--- config.mk ---
export PLATFORM = sky130hd
export DESIGN_NAME = uart_tx_fifo
export DESIGN_NICKNAME = d
export VERILOG_FILES = /design/src/rtl/uart_pkg.sv /design/src/rtl/sync_fifo.sv /design/src/rtl/uart_tx_fifo.sv
export SDC_FILE = /design/constraint.sdc
export NUM_CORES = 1
export LEC_CHECK = 0
export BUFFER_PORTS_ARGS = -buffer_cell sky130_fd_sc_hd__buf_2
export CORE_MARGIN = 5
export CORE_UTILIZATION = 40
export DETAILED_ROUTE_END_ITERATION = 6
export PLACE_DENSITY_LB_ADDON = 0.1
export SLEW_MARGIN = 0
export SYNTH_ARGS = -nofsm -noshare
export SYNTH_HDL_FRONTEND = slang
export SYNTH_SLANG_ARGS = --single-unit
--- constraint.sdc ---
create_clock -name clock -period 2.8 [get_ports clock]
set_input_delay 0.14 -clock clock [delete_from_list [all_inputs] [get_ports clock]]
set_output_delay 0.14 -clock clock [all_outputs]
set_load 0.02 [all_outputs]
--- src/rtl/uart_pkg.sv ---
// Shared types and helpers for the buffered UART transmitter (uart_tx_fifo).
package uart_pkg;

    typedef enum logic [2:0] {
        IDLE,
        START,
        DATA,
        PARITY,
        STOP
    } uart_state_e;

    localparam int PARITY_EVEN = 0;
    localparam int PARITY_ODD  = 1;

    // Users of this function reject a result below 2 at elaboration.
    function automatic int clocks_per_bit(input int clock_frequency, input int baud_rate);
        return clock_frequency / baud_rate;
    endfunction

endpackage

--- src/rtl/sync_fifo.sv ---
// Synchronous first-word-fall-through FIFO; power-of-two depth, pointers wrap naturally.
module sync_fifo #(
    parameter int Width = 8,
    parameter int Depth = 8
) (
    input  logic                   clk_i,
    input  logic                   rst_ni,
    input  logic                   wr_i,
    input  logic [Width-1:0]       wr_data_i,
    input  logic                   rd_i,
    output logic [Width-1:0]       rd_data_o,
    output logic                   full_o,
    output logic                   empty_o,
    output logic [$clog2(Depth):0] count_o
);

    localparam int PtrW = $clog2(Depth);

    if (Depth < 2 || (Depth & (Depth - 1)) != 0) begin : g_bad_depth
        $error("sync_fifo: Depth must be a power of two and at least 2");
    end

    logic [PtrW-1:0]  wr_ptr_q, wr_ptr_d;
    logic [PtrW-1:0]  rd_ptr_q, rd_ptr_d;
    logic [PtrW:0]    count_q, count_d;
    logic [Width-1:0] mem_q [Depth];
    logic             push;
    logic             pop;

    // full/empty come from the pre-edge count, so a pop cannot make room for a same-cycle write.
    assign full_o    = (count_q == (PtrW + 1)'(Depth));
    assign empty_o   = (count_q == '0);
    assign count_o   = count_q;
    assign rd_data_o = mem_q[rd_ptr_q];
    assign push      = wr_i && !full_o;
    assign pop       = rd_i && !empty_o;

    always_comb begin
        wr_ptr_d = wr_ptr_q + PtrW'(push);
        rd_ptr_d = rd_ptr_q + PtrW'(pop);
        count_d  = count_q + (PtrW + 1)'(push) - (PtrW + 1)'(pop);
    end

    always_ff @(posedge clk_i or negedge rst_ni) begin
        if (!rst_ni) begin
            wr_ptr_q <= '0;
            rd_ptr_q <= '0;
            count_q  <= '0;
        end else begin
            wr_ptr_q <= wr_ptr_d;
            rd_ptr_q <= rd_ptr_d;
            count_q  <= count_d;
        end
    end

    always_ff @(posedge clk_i) begin
        if (push) begin
            mem_q[wr_ptr_q] <= wr_data_i;
        end
    end

endmodule

--- src/rtl/uart_tx_fifo.sv ---
// Buffered UART transmitter: FIFO-fed serialiser with back-to-back frames.
// Define UART_TX_PARITY_EN to insert a parity bit between data and stop bits.
module uart_tx_fifo
    import uart_pkg::*;
#(
    parameter int ClockFrequency = 24_000_000,
    parameter int BaudRate       = 115_200,
    parameter int NrOfDataBits   = 8,
    parameter int NrOfStopBits   = 1,
    parameter int FifoDepth      = 8,
    parameter int ParityOdd      = 0
) (
    input  logic                    clock,
    input  logic                    reset,
    input  logic                    write,
    input  logic [NrOfDataBits-1:0] writeData,
    output logic                    full,
    output logic                    empty,
    output logic                    busy,
    output logic                    overflow,
    output logic                    tx
);

    localparam int ClocksPerBit = clocks_per_bit(ClockFrequency, BaudRate);
    localparam int BaudW        = $clog2(ClocksPerBit);
    localparam int BitW         = $clog2(NrOfDataBits + 1);
    localparam int CountW       = $clog2(FifoDepth) + 1;

    if (ClocksPerBit < 2) begin : g_bad_cpb
        $error("uart_tx_fifo: ClockFrequency/BaudRate must be at least 2");
    end
    if (NrOfDataBits < 5 || NrOfDataBits > 9) begin : g_bad_data_bits
        $error("uart_tx_fifo: NrOfDataBits must be in 5..9");
    end
    if (NrOfStopBits != 1 && NrOfStopBits != 2) begin : g_bad_stop_bits
        $error("uart_tx_fifo: NrOfStopBits must be 1 or 2");
    end
    if (ParityOdd != PARITY_EVEN && ParityOdd != PARITY_ODD) begin : g_bad_parity
        $error("uart_tx_fifo: ParityOdd must be 0 or 1");
    end

    uart_state_e             state_q;
    logic [BaudW-1:0]        baud_q;
    logic [BitW-1:0]         bit_q;
    logic [NrOfDataBits-1:0] shift_q;
    logic                    tx_q;
    logic                    busy_q;
    logic                    overflow_q;
`ifdef UART_TX_PARITY_EN
    logic                    parity_q;
`endif

    logic [NrOfDataBits-1:0] fifo_rd_data;
    logic                    fifo_full;
    logic                    fifo_empty;
    logic [CountW-1:0]       fifo_count;
    logic                    frame_pending;
    logic                    bit_end;
    logic                    last_stop;
    logic                    pop;

    sync_fifo #(
        .Width (NrOfDataBits),
        .Depth (FifoDepth)
    ) u_fifo (
        .clk_i     (clock),
        .rst_ni    (reset),
        .wr_i      (write),
        .wr_data_i (writeData),
        .rd_i      (pop),
        .rd_data_o (fifo_rd_data),
        .full_o    (fifo_full),
        .empty_o   (fifo_empty),
        .count_o   (fifo_count)
    );

    assign frame_pending = (fifo_count != '0);
    assign bit_end       = (baud_q == BaudW'(ClocksPerBit - 1));
    assign last_stop     = (bit_q == BitW'(NrOfStopBits - 1));
    // Popping straight out of the final stop bit gives gap-free back-to-back frames.
    assign pop = frame_pending &&
                 ((state_q == IDLE) || (state_q == STOP && bit_end && last_stop));

    assign full     = fifo_full;
    assign empty    = fifo_empty;
    assign busy     = busy_q;
    assign overflow = overflow_q;
    assign tx       = tx_q;

    always_ff @(posedge clock or negedge reset) begin
        if (!reset) begin
            state_q    <= IDLE;
            baud_q     <= '0;
            bit_q      <= '0;
            shift_q    <= '0;
            tx_q       <= 1'b1;
            busy_q     <= 1'b0;
            overflow_q <= 1'b0;
`ifdef UART_TX_PARITY_EN
            parity_q   <= 1'b0;
`endif
        end else begin
            overflow_q <= write && fifo_full;
            if (pop) begin
                state_q  <= START;
                shift_q  <= fifo_rd_data;
                baud_q   <= '0;
                bit_q    <= '0;
                tx_q     <= 1'b0;
                busy_q   <= 1'b1;
`ifdef UART_TX_PARITY_EN
                parity_q <= (^fifo_rd_data) ^ 1'(ParityOdd);
`endif
            end else begin
                case (state_q)
                    IDLE: tx_q <= 1'b1;
                    START: begin
                        if (bit_end) begin
                            state_q <= DATA;
                            tx_q    <= shift_q[0];
                        end
                    end
                    DATA: begin
                        if (bit_end) begin
                            if (bit_q == BitW'(NrOfDataBits - 1)) begin
                                bit_q   <= '0;
`ifdef UART_TX_PARITY_EN
                                state_q <= PARITY;
                                tx_q    <= parity_q;
`else
                                state_q <= STOP;
                                tx_q    <= 1'b1;
`endif
                            end else begin
                                bit_q   <= bit_q + BitW'(1);
                                shift_q <= shift_q >> 1;
                                tx_q    <= shift_q[1];
                            end
                        end
                    end
`ifdef UART_TX_PARITY_EN
                    PARITY: begin
                        if (bit_end) begin
                            state_q <= STOP;
                            tx_q    <= 1'b1;
                        end
                    end
`endif
                    STOP: begin
                        if (bit_end) begin
                            if (last_stop) begin
                                state_q <= IDLE;
                                busy_q  <= 1'b0;
                                bit_q   <= '0;
                            end else begin
                                bit_q <= bit_q + BitW'(1);
                            end
                        end
                    end
                    default: state_q <= IDLE;
                endcase
                if (state_q != IDLE) begin
                    baud_q <= bit_end ? '0 : baud_q + BaudW'(1);
                end
            end
        end
    end

endmodule

# Word level (Yosys, flattened, before mapping)
# Memory sizes are Yosys's and may differ from the RTL's.
# Cells that the tools add are included.
[classes] magnitude_cmp=0 n_mul=0 addsub=6 bitwise=0 div_mod_pow=0 shifts=0 muxes=31 n_reduce_logical=26 n_eq_ne=13
[ops] op="8-bit two-way mux" n=7
[ops] op="4-bit two-way mux" n=5
[ops] op="3-bit two-way mux" n=6
[ops] op="3-bit by 2-bit inequality test with 1-bit output, second input constant" n=5
[ops] op="3-bit case mux with 4 select lines" n=1
[ops] op="3-bit AND reduction" n=4
[ops] op="1-bit two-way mux" n=10
[ops] op="2-bit nonzero test" n=5
[ops] op="8-bit by 1-bit adder with 8-bit output, second input constant" n=1
[ops] op="8-bit == test, second input constant" n=1
[ops] op="4-bit zero test" n=2
[ops] op="4-bit case mux with 2 select lines" n=1
[ops] op="4-bit nonzero test" n=2
[ops] op="3-bit by 1-bit adder with 3-bit output" n=2
[ops] op="1-bit logical AND" n=6
[ops] op="6-bit AND reduction" n=1
[ops] op="3-bit nonzero test" n=2
[ops] op="4-bit by 1-bit adder with 4-bit output" n=1
[ops] op="4-bit by 1-bit adder with 4-bit output, second input constant" n=1
[ops] op="4-bit by 3-bit == test with 1-bit output, second input constant" n=1
[ops] op="4-bit == test, second input constant" n=1
[ops] op="2-bit by 1-bit inequality test with 1-bit output, second input constant" n=2
[ops] op="4-bit by 1-bit subtractor with 4-bit output" n=1
[ops] op="3-bit by 1-bit == test with 1-bit output, second input constant" n=1
[ops] op="other kinds (6)" n=7
[totals] output_inout_bits=5 ff_bits=36 mem_count=1 rom_bits=0 ramBits=64 latch_bits=0 in_bits=11
[mem_list] name="u_fifo.mem_q" words=8 width=8 read_ports=1 rd_ports_with_merged_regs=0 wr=1 line_no="sync_fifo.sv:26" text="logic [Width-1:0] mem_q [Depth];"

# Depth between registers and ports, before layout
[depth] ltp_word=7 ltp_mapped=13 depth_no_buf=12

# Hierarchy
# Synthesis repeated with hierarchy kept, for this count alone.
[hier_totals] hier_cells=300 area_unflattened_um2=4490.6
[modules_own_cells] mod="sync_fifo" seq_area_each_um2=2172.1 cells_per_inst=144 n_inst=1 area_each_um2=3029.2
[modules_own_cells] mod="uart_tx_fifo" seq_area_each_um2=651.9 cells_per_inst=156 n_inst=1 area_each_um2=1461.4

# Worst setup path before layout
# Ideal clock, no wire load.
[synth_timing] kind="reg-to-reg" from="register bit_q[0]" to="register u_fifo.count_q[2] (netlist: u_fifo.count_o[2])" slack_ns=-0.034 setup_ns=0.123 arrival_time_ns=2.711 path_stages_with_launch=13 required_ns=2.677 period_less_slack_ns=2.834 path_buffers=0 cell_sequence="dfrtp_1 inv_1 ha_1 or3b_2 o31a_2 or2_1 inv_1 ha_1 inv_1 ha_1 inv_1 fa_1 xnor2_1"
[synth_between] elab_chain_cells=6
[synth_lines] item="start: declaration" line_no="uart_tx_fifo.sv:44" text="logic [BitW-1:0] bit_q;"
[synth_lines] item="start signal: assignment" line_no="uart_tx_fifo.sv:135" text="bit_q <= bit_q + BitW'(1);"
[synth_lines] item="start signal: assignment" line_no="uart_tx_fifo.sv:156" text="bit_q <= bit_q + BitW'(1);"
[synth_lines] item="4-bit zero test" line_no="uart_tx_fifo.sv:79" text="assign last_stop = (bit_q == BitW'(NrOfStopBits - 1));"
[synth_lines] item="1-bit logical AND" line_no="uart_tx_fifo.sv:82" text="((state_q == IDLE) || (state_q == STOP && bit_end && last_stop));"
[synth_lines] item="1-bit logical OR" line_no="uart_tx_fifo.sv:82"
[synth_lines] item="1-bit logical AND" line_no="uart_tx_fifo.sv:81" text="assign pop = frame_pending &&"
[synth_lines] item="1-bit logical AND" line_no="sync_fifo.sv:36" text="assign pop = rd_i && !empty_o;"
[synth_lines] item="4-bit by 1-bit subtractor with 4-bit output" line_no="sync_fifo.sv:41" text="count_d = count_q + (PtrW + 1)'(push) - (PtrW + 1)'(pop);"
[synth_lines] item="net u_fifo.count_d[2]" line_no="sync_fifo.sv:25" text="logic [PtrW:0] count_q, count_d;"
[synth_lines] item="end signal: assignment" line_no="sync_fifo.sv:52" text="count_q <= count_d;"
[synth_lines] item="end: declaration" line_no="sync_fifo.sv:25"
# The timed path passes the listed nets, and every way through them passes these cells.
# A chain may end at the register's enable or synchronous reset.

# Worst setup path after layout
[layout_timing] from="register bit_q[1]" to="register u_fifo.count_q[1] (netlist: u_fifo.count_o[1])"
# Same word-level chain as after synthesis.

==> impl_results.md <==
* Status: finished clean
* CP Data Arrival Time at 3.01 ns
* Netlist cell types at 47
* Minimum clock period at 2.75 ns
* Clock Latency Late Sink at 0.37 ns
* Critical Path End Type: flop
* Max rail drop VDD at 0.000279 V
* CTS root buf: clkbuf_8
* Min-Delay Path Class: input port to flop
* Synth Area in Simple Gates at 8.35%
* Relative slew slack at 44.0%
* Fin crit share at 98.1%
* CP peak stage delay at 0.51 ns
* Final Hold Fails at 0
* Post-Synth XOR/XNOR Area at 2.02%
* Ant diodes at 0
* Max cap viols at 0
* DIE AREA at 13,000 sq um
* Site Rows at 38
* Layout cells sized above 1 at 26.1%
* Final ANT Viol Nets at 0
* Pin count of the biggest net entering global routing at 37
* Compound-Gate Fraction of Synth Area at 6.53%
* Post-synth ARST share at 36.0%
* Synth Flop Type: edfxtp_1
* Core area at 10,700 sq um
* Non-Filler Instances at 473
* Routed WL at 8260 microns
* Commonest non-fill, non-tap cell in the layout: edfxtp_1
* Vias post-DR at 2,444
* WL/cell at 17.5 microns
* Die width at 114 microns
* Num ports at 16
* Sequential share of the synthesized area at 65.2%
* Commonest non-fill, non-tap cells in the layout: edfxtp_1, dfrtp_1, buf_4
* Mux cell area share after synthesis at 10.8%
* Synth-to-Final Area Change at 15.1%
* CP Launch Type: flop
* CP max FO at 2
* Post-synth EDFFs at 64
* Setup slack after placement at 0.0461 ns
* Crit path max-delay family: adder cells
* Yosys warns at 0
* Required time of the critical path at 3.06 ns
* Post-synthesis adder-cell area fraction at 4.22%
* Area leader, netlist: edfxtp_1
* Critical path class: flop to flop
* PwrDens at 678 nW/um^2
* H-tree depth at 3
* Drt pass-1 iters at 4
* Clk buf depth at 2
* Gr usage total at 13.6%
* Slowest cell on the critical path: fa_2
* Initial Utilization at 40.3%
* Cells after Synth at 291
* Share of the synthesized area in the top cell type at 44.4%
* Register bit total from synthesis at 100
* Number of vias per cell at 5.17
* Global route overflow at 0
* CTS clk-pin slew, worst paths at 0.11 ns
* CTS Buf Count at 9
* DPL Wire Length at 5480 microns
* Synth Area per Inst at 14.9 sq um
* WP buf/inv at 5
* Inst Count DP at 453
* Number of global-route vias before repair at 2,493
* DR DRC count at 0
* Chip height at 114 microns
* Final #Nets at 353
* Crit-path cells: inv_1 -> ha_2 -> or3b_4 -> o31a_2 -> or2_1 -> inv_2 -> ha_4 -> inv_4 -> ha_4 -> inv_2 -> fa_2 -> inv_1
* TritonCTS clock tree: done
* Final WS setup at 0.0542 ns
* Leak pwr at 1.88 nW
* Initial antenna violation count at 0
* Hold slack at 0.0288 ns
* Maximum clock rate at 364 MHz
* Count of buffers from port buffering at 15
* RSZ-0062 raised after global routing: true
* Global-route wire length before repair at 13,300 microns
* Largest family of logic cells by synthesized area: multiplexers
* DRT iter0 DRCs at 164
* CTS Sinks at 100
* Clock Skew at 0.0150 ns
* Synthesized Nets at 316
* Measured slew at the worst slew-check pin at 0.840 ns
* Setup_tns at 0 ns
* Max-slew violation count at 0
* Synth top area cells: edfxtp_1, dfrtp_1, mux4_2, ha_1, inv_1
* Final Setup Violations at 0
* GPL Wtd Cong at 0.691
* Mapped Area at 4330 sq um
-- Yosys cell counts, types with 2 or more instances --
cell type / n
clkbuf_1: 10
xnor2_1: 3
or3b_2: 2
nor3b_1: 3
ha_1: 13
or4_1: 3
or3_1: 3
mux4_2: 16
nand2b_1: 4
a21oi_1: 8
o221ai_1: 5
nand3_1: 11
buf_1: 3
a31oi_1: 4
nor2b_1: 2
nor3_1: 7
mux2i_1: 6
o21ai_0: 10
dfrtp_1: 35
inv_1: 19
a21o_1: 2
o31ai_1: 2
nor2_1: 13
mux2_2: 4
edfxtp_1: 64
nand2_1: 9
xor2_1: 7
o2111ai_1: 4
-- registers in the layout, summed over array words and instances, names as in the netlist --
signal           cells
bit_q                4
u_fifo.count_o       4
shift_q              8
state_q              3
busy                 1
baud_q               8
u_fifo.mem_q        64
u_fifo.wr_ptr_q      3
overflow             1
u_fifo.rd_ptr_q      3
tx                   1
-- stage by stage --
| step | instance area [sq um] | total power [mW] | util, % |
|---|---|---|---|
| global placement | 4700 | 2.40 | 43.7 |
| detailed placement | 4700 | 2.41 | 43.7 |
| floorplan | 4330 | 2.20 | - |
| finish | 4980 | 3.38 | 46.4 |
| global route | 4980 | 3.57 | 46.4 |
| CTS | 4930 | 3.40 | 45.9 |
-- repair_timing --
item / in CTS / in global routing
endpoints found under the setup margin: 0 / 3
hold buffers: 2 / 0
buffers inserted: 0 / 2
hold endpoints to repair: 36 / 0
gates resized for setup: 0 / 9
-- area by class of cell --
| class | instances | area [sq um] |
|---|---|---|
| clock buffer | 9 | 124 |
| clock inverter | 7 | 91.3 |
| fill | 1004 | 5760 |
| inverter | 19 | 73.8 |
| multi-input combinational | 158 | 1410 |
| sequential | 100 | 2820 |
| tap | 140 | 175 |
| timing repair buffer | 40 | 280 |
-- power by group --
part	switching, mW	leakage, nW	internal [mW]
logic	0.301	0.750	0.228
clock network	0.546	0.110	0.437
registers	0.0798	1.02	1.79
total	0.927	1.88	2.45
-- worst reg2reg max path, delay by kind of cell (launching register included) --
kind,cells,cell delay (ns)
AO/OA/AOI/OAI,1,0.36
adder cells (fa/ha/maj),4,1.02
buffers and inverters,5,0.27
flip-flops,1,0.39
AND/OR/NAND/NOR,2,0.62
-- routing by layer --
layer	routed length [microns]	track usage [%]	share of wire, %
met1	3890	18.4	47
met2	4030	21.6	49
met3	235	3.50	2.8
met4	103	4.43	1.2
met5	0	0	0
-- logic make-up after synthesis --
logic type / after synthesis
DFF: 100
muxes: 26
buffers and inverters: 33
and+or+nand+nor: 66
adders and majority gates: 14
xor gates and xnor gates: 10
AOI/OAI and AO/OA: 42
-- worst paths after layout --
path	from	endpoint	slack (ns)	depth (start not counted)
worst max-delay path	bit_q[1]$_DFFE_PN0P_	u_fifo.count_o[1]$_DFF_PN0_	0.05	12
worst min-delay path	writeData[0]	u_fifo.mem_q[5][0]$_DFFE_PP_	0.03	1
worst max register to register	bit_q[1]$_DFFE_PN0P_	u_fifo.count_o[1]$_DFF_PN0_	0.05	12
worst min register to register	tx$_DFFE_PN1P_	tx$_DFFE_PN1P_	0.52	2
max in group asynchronous	reset	shift_q[2]$_DFFE_PN0P_	1.86	2
min in group asynchronous	reset	shift_q[4]$_DFFE_PN0P_	0.41	2
Power figures use the tool's default switching activity.
